**src/rtl/arm_pkg.sv**
```systemverilog
// Shared pipeline definitions for the fetch/decode boundary: word width, NOP encoding,
// queue entry layout and a saturating-add helper used by the optional statistics counters.
package arm_pkg;

    localparam int WORD_W = 32;
    localparam logic [WORD_W-1:0] NOP_INSTR = 32'h0000_0000;

    typedef struct packed {
        logic [WORD_W-1:0] pc;
        logic [WORD_W-1:0] instruction;
    } if_id_entry_t;

    function automatic logic [31:0] sat_add32(input logic [31:0] a, input logic [31:0] b);
        logic [32:0] sum;
        sum = {1'b0, a} + {1'b0, b};
        if (sum[32]) begin
            sat_add32 = 32'hFFFF_FFFF;
        end else begin
            sat_add32 = sum[31:0];
        end
    endfunction

endpackage

```
**src/rtl/queue_storage.sv**
```systemverilog
// Entry array for the IF/ID queue: one synchronous write port, one asynchronous read port.
// The array carries no reset; validity is tracked by the owner's count.
module queue_storage #(
    parameter int DEPTH  = 2,
    parameter int DATA_W = 64,
    localparam int AW    = $clog2(DEPTH)
) (
    input  logic              clk,
    input  logic              i_wr_en,
    input  logic [AW-1:0]     i_wr_addr,
    input  logic [DATA_W-1:0] i_wr_data,
    input  logic [AW-1:0]     i_rd_addr,
    output logic [DATA_W-1:0] o_rd_data
);

    logic [DATA_W-1:0] r_mem [DEPTH];

    // Write port
    always_ff @(posedge clk) begin
        if (i_wr_en) begin
            r_mem[i_wr_addr] <= i_wr_data;
        end
    end

    assign o_rd_data = r_mem[i_rd_addr];

endmodule

```
**src/rtl/if_id_queue.sv**
```systemverilog
// IF/ID decoupling FIFO of {PC+4, instruction} pairs with registered head outputs and
// single-cycle flush. Define IF_ID_QUEUE_STATS_EN to add flushed-entry / full-cycle counters.
module if_id_queue
    import arm_pkg::*;
#(
    parameter int DEPTH  = 2,
    parameter int WORD_W = arm_pkg::WORD_W
) (
    input  logic              clk,
    input  logic              rst,
    input  logic              in_valid,
    input  logic [WORD_W-1:0] pc_in,
    input  logic [WORD_W-1:0] instruction_in,
    output logic              in_ready,
    input  logic              freeze,
    input  logic              flush,
    output logic              out_valid,
    output logic [WORD_W-1:0] pc_out,
`ifdef IF_ID_QUEUE_STATS_EN
    output logic [31:0]       stat_flushed,
    output logic [31:0]       stat_full_cycles,
`endif
    output logic [WORD_W-1:0] instruction_out
);

    localparam int PTR_W = $clog2(DEPTH);
    localparam int CNT_W = PTR_W + 1;

    logic [CNT_W-1:0]    r_count;
    logic [PTR_W-1:0]    r_rd_ptr;
    logic [PTR_W-1:0]    r_wr_ptr;
    logic                r_out_valid;
    logic                r_in_ready;
    logic [WORD_W-1:0]   r_pc_out;
    logic [WORD_W-1:0]   r_instr_out;

    logic                w_push;
    logic                w_pop;
    logic                w_bypass;
    logic [CNT_W-1:0]    w_count_nxt;
    logic [PTR_W-1:0]    w_rd_ptr_nxt;
    logic [PTR_W-1:0]    w_wr_ptr_nxt;
    logic [2*WORD_W-1:0] w_rd_data;

    // Handshake, next occupancy and pointer advance
    always_comb begin
        w_push       = in_valid & r_in_ready & ~flush;
        w_pop        = r_out_valid & ~freeze & ~flush;
        w_count_nxt  = r_count;
        w_rd_ptr_nxt = r_rd_ptr;
        w_wr_ptr_nxt = r_wr_ptr;
        case ({w_push, w_pop})
            2'b10:   w_count_nxt = r_count + CNT_W'(1);
            2'b01:   w_count_nxt = r_count - CNT_W'(1);
            default: w_count_nxt = r_count;
        endcase
        if (w_pop) begin
            w_rd_ptr_nxt = r_rd_ptr + PTR_W'(1);
        end else begin
            w_rd_ptr_nxt = r_rd_ptr;
        end
        if (w_push) begin
            w_wr_ptr_nxt = r_wr_ptr + PTR_W'(1);
        end else begin
            w_wr_ptr_nxt = r_wr_ptr;
        end
        // The incoming entry becomes the head when nothing older remains after this pop.
        w_bypass = w_push & (w_rd_ptr_nxt == r_wr_ptr);
    end

    queue_storage #(
        .DEPTH  (DEPTH),
        .DATA_W (2 * WORD_W)
    ) u_storage (
        .clk       (clk),
        .i_wr_en   (w_push),
        .i_wr_addr (r_wr_ptr),
        .i_wr_data ({pc_in, instruction_in}),
        .i_rd_addr (w_rd_ptr_nxt),
        .o_rd_data (w_rd_data)
    );

    // Occupancy, pointers and registered head outputs
    always_ff @(posedge clk or posedge rst) begin
        if (rst) begin
            r_count     <= '0;
            r_rd_ptr    <= '0;
            r_wr_ptr    <= '0;
            r_out_valid <= 1'b0;
            r_in_ready  <= 1'b1;
            r_pc_out    <= '0;
            r_instr_out <= WORD_W'(NOP_INSTR);
        end else if (flush) begin
            r_count     <= '0;
            r_rd_ptr    <= '0;
            r_wr_ptr    <= '0;
            r_out_valid <= 1'b0;
            r_in_ready  <= 1'b1;
            r_instr_out <= WORD_W'(NOP_INSTR);
        end else begin
            r_count     <= w_count_nxt;
            r_rd_ptr    <= w_rd_ptr_nxt;
            r_wr_ptr    <= w_wr_ptr_nxt;
            r_out_valid <= (w_count_nxt != CNT_W'(0));
            r_in_ready  <= (w_count_nxt < CNT_W'(DEPTH));
            if (w_count_nxt == CNT_W'(0)) begin
                r_pc_out    <= r_pc_out;
                r_instr_out <= r_instr_out;
            end else if (w_bypass) begin
                r_pc_out    <= pc_in;
                r_instr_out <= instruction_in;
            end else begin
                r_pc_out    <= w_rd_data[2*WORD_W-1:WORD_W];
                r_instr_out <= w_rd_data[WORD_W-1:0];
            end
        end
    end

    assign in_ready        = r_in_ready;
    assign out_valid       = r_out_valid;
    assign pc_out          = r_pc_out;
    assign instruction_out = r_instr_out;

`ifdef IF_ID_QUEUE_STATS_EN
    logic [31:0] r_stat_flushed;
    logic [31:0] r_stat_full_cycles;

    // Saturating event counters
    always_ff @(posedge clk or posedge rst) begin
        if (rst) begin
            r_stat_flushed     <= 32'h0000_0000;
            r_stat_full_cycles <= 32'h0000_0000;
        end else begin
            if (flush) begin
                r_stat_flushed <= sat_add32(r_stat_flushed, 32'(r_count));
            end else begin
                r_stat_flushed <= r_stat_flushed;
            end
            if (r_count == CNT_W'(DEPTH)) begin
                r_stat_full_cycles <= sat_add32(r_stat_full_cycles, 32'h0000_0001);
            end else begin
                r_stat_full_cycles <= r_stat_full_cycles;
            end
        end
    end

    assign stat_flushed     = r_stat_flushed;
    assign stat_full_cycles = r_stat_full_cycles;
`endif

endmodule

```
**config.mk**
```make
export PLATFORM = sky130hd
export DESIGN_NAME = if_id_queue
export DESIGN_NICKNAME = d
export VERILOG_FILES = /design/src/rtl/arm_pkg.sv /design/src/rtl/queue_storage.sv /design/src/rtl/if_id_queue.sv
export SDC_FILE = /design/constraint.sdc
export NUM_CORES = 1
export LEC_CHECK = 0
export CAP_MARGIN = 20
export CORE_MARGIN = 5
export CORE_UTILIZATION = 40
export DETAILED_ROUTE_END_ITERATION = 8
export GPL_ROUTABILITY_DRIVEN = 0
export SLEW_MARGIN = 20
export SYNTH_ARGS = -nofsm -noshare
export SYNTH_HDL_FRONTEND = slang
export SYNTH_SLANG_ARGS = --single-unit
```
**constraint.sdc**
```tcl
create_clock -name clk -period 5.85 [get_ports clk]
set_input_delay 0.8775 -clock clk [delete_from_list [all_inputs] [get_ports clk]]
set_output_delay 0.8775 -clock clk [all_outputs]
set_load 0.02 [all_outputs]
```
==> reports/metrics.yaml <==
run_status: "complete, no violations"
grt_pass1_vias: 5576
seq_area_frac_synth_pct: 70.22
critPathLaunchType: "input pin"
hold_path.class: "reg -> reg"
drive_above_1_share_pct: 9.033
ctsResizeCount: 0
diodes: 0
first_pass_iters: 5
htreeDepth: 4
grt.overflow.total: 0
synth-edff-count: 128
wire_per_inst_um: 17.72
power_density_mw_per_mm2: 362.7
fin_crit_sh_pct: 72.90
design.core.area_mm2: 0.01953
leakage_nw: 3.829
rsz0062_at_grt: "false"
setup_violations: 0
endpoint_kind: "register"
grt_max_degree: 129
critPathTopFamily: "buffers and inverters"
syn_to_final_growth_pct: 25.49
antenna_left: 0
gr-usage-met3_pct: 4.518
slowest_delay_ps: 840
fp.dieH_um: 151.2
yosysWarnings: 0
hold_buffers: 0
place_hpwl_um: 10960
synth_top_area_share_pct: 48.23
critPathBufInv: 4
dr_total_vias: 5310
synth-seq-cells: 198
yosysTopAreaCell: "edfxtp_1"
drv_cap: 0
syn_nets: 724
cp.required_ps: 6160
clkLatencyLatePin_ps: 420
skew_ps: 9.819
yosysMostFrequentCell: "nand2_1"
die_w_um: 151.2
track_usage_pct: 16.91
ys.flop_type: "edfxtp_1"
post_cts.repair.setup_buffers: 0
critPathSlowestCell: "clkinv_2"
ios: 135
grt_use_met2_pct: 27.60
cts_tree: "done"
grt_pass1_wl_um: 29750
clock_sinks: 198
routed_via_density: 5.052
fin_area_mm2: 0.01000
worst_pin_slew_ps: 970.0
synthCells: 654
ir_drop_uv: 221.2
async_reset_ff_share_pct: 35.35
yosys-top-cells-area: "edfxtp_1 48%, dfrtp_1 22%, nand2_1 9.1%"
fin_nets: 843
antenna_found_initial: 1
slew_headroom_pct: 35.34
place_area_mm2: 0.009415
finalPower_w: 0.003628
avgSynthCellArea_um2: 12.19
first_iter_violations: 321
syn-cell-area_mm2: 0.007970
drc: 0
numPortBuffers: 134
max_freq_mhz: 234.5
grt_util_met1_pct: 22.58
cp_cell_sequence: "clkdlybuf4s50_1 > nor2_1 > inv_1 > ha_1 > nor2b_1 > a22oi_1 > nand2b_2 > buf_4 > clkinv_2 > o21ai_0 > o21ai_2"
finalHoldViolCount: 0
cts-root-buf: "clkbuf_16"
min_period_ps: 4265
crit_fanout: 65
initial_utilization_pct: 40.82
grt.busiest_layer: "met2"
fin_setup_tns_ps: 0
synth_cell_type_count: 27
dieArea_mm2: 0.02285
yosys-top-cells-count: "194 x nand2_1, 128 x edfxtp_1, 69 x dfrtp_1, 64 x and3_1, 64 x o21ai_0"
cts_made_buffers: 17
clkSlewWorstSetupHoldPaths_ps: 70
routed_wl_um: 18620
slew_viol_final: 0
critPathArrivalTime_ps: 4570
clock_path_buffers: 2
rows: 51
worstSetupPathType: "in -> reg"
==> worst reg2reg max path: stages, from the launching register on <==
cell and delay (ps):
dfstp_2 530, nand2_1 80, nor2_1 390, inv_1 180
ha_1 350, nor2b_1 180, a22oi_1 140, nand2b_2 90
buf_4 380, clkinv_2 850, o21ai_0 400, o21ai_2 70
==> flip-flops by register name (all words and copies together), names as in the netlist <==
signal	cells
out_valid	1
r_wr_ptr	1
r_count	2
u_storage.r_mem	128
r_rd_ptr	1
instruction_out	32
pc_out	32
in_ready	1
==> cells by family after synthesis <==
| family | share of synthesized area [%] |
|---|---|
| buffers and inverters | 4.145 |
| adders and majority gates | 0.1570 |
| xor gates and xnor gates | 1.115 |
| and+or+nand+nor | 15.10 |
| DFF | 70.22 |
| AOI/OAI and AO/OA | 9.262 |
==> per-layer routing <==
layer  vias up  routed length, um
met5         -                 13
met4         2                114
met3        14               1093
met2       137               8968
met1      2646               8430
li1       2511                  -
==> per-stage QoR <==
stage	util (%)	instances	hold WS (ps)	setup WS [ps]
final	51.22	1051	479.4	1585
after global routing	51.22	1051	515.2	1206
after CTS	51.03	1050	485.6	1734
after detailed placement	48.22	1018	470.8	1283
after global placement	48.22	1018	461.6	1424
after floorplan	-	654	556.0	1471
==> cells in the final DEF (no fill, tap or decap), types with 2 or more instances in the layout <==
cell type        count
and3_1              64
buf_4                7
clkbuf_16           17
clkdlybuf4s50_1    134
clkinv_1             3
clkinv_2             5
clkinv_4             3
clkinvlp_4           2
dfrtp_1             69
edfxtp_1           128
inv_1                3
nand2_1            193
nor2_1               5
nor2b_1              2
o21ai_0             64
o21ai_1             40
o21ai_2             24
xnor2_1              3
xor2_1               3
==> worst paths after layout <==
kind	cells after the start	startpoint	endpoint	slack, ps
worst max-delay path	11	flush	pc_out[17]	1590
worst min-delay path	2	pc_out[31]	pc_out[31]	480
worst max register to register	11	in_ready	pc_out[17]	2090
worst min register to register	2	pc_out[31]	pc_out[31]	480
max in group asynchronous	4	rst	in_ready	4340
min in group asynchronous	3	rst	pc_out[19]	850
==> cell type report <==
cell class	instances	area, um^2
multi-input cells	409	2082
clock buffers	19	442.9
inverters	5	21.27
well taps	265	331.6
flip-flops and latches	198	5597
fillers	1739	9524
clock inverters	13	106.4
repair buffers	142	1421
==> power breakdown <==
part,leakage (nW),switching [W],internal [W]
Clock,0.266,0.000501,0.000595
Sequential,2.07,0.0000907,0.00165
Combinational,1.49,0.000440,0.000347
Power figures use the tool's default switching activity.
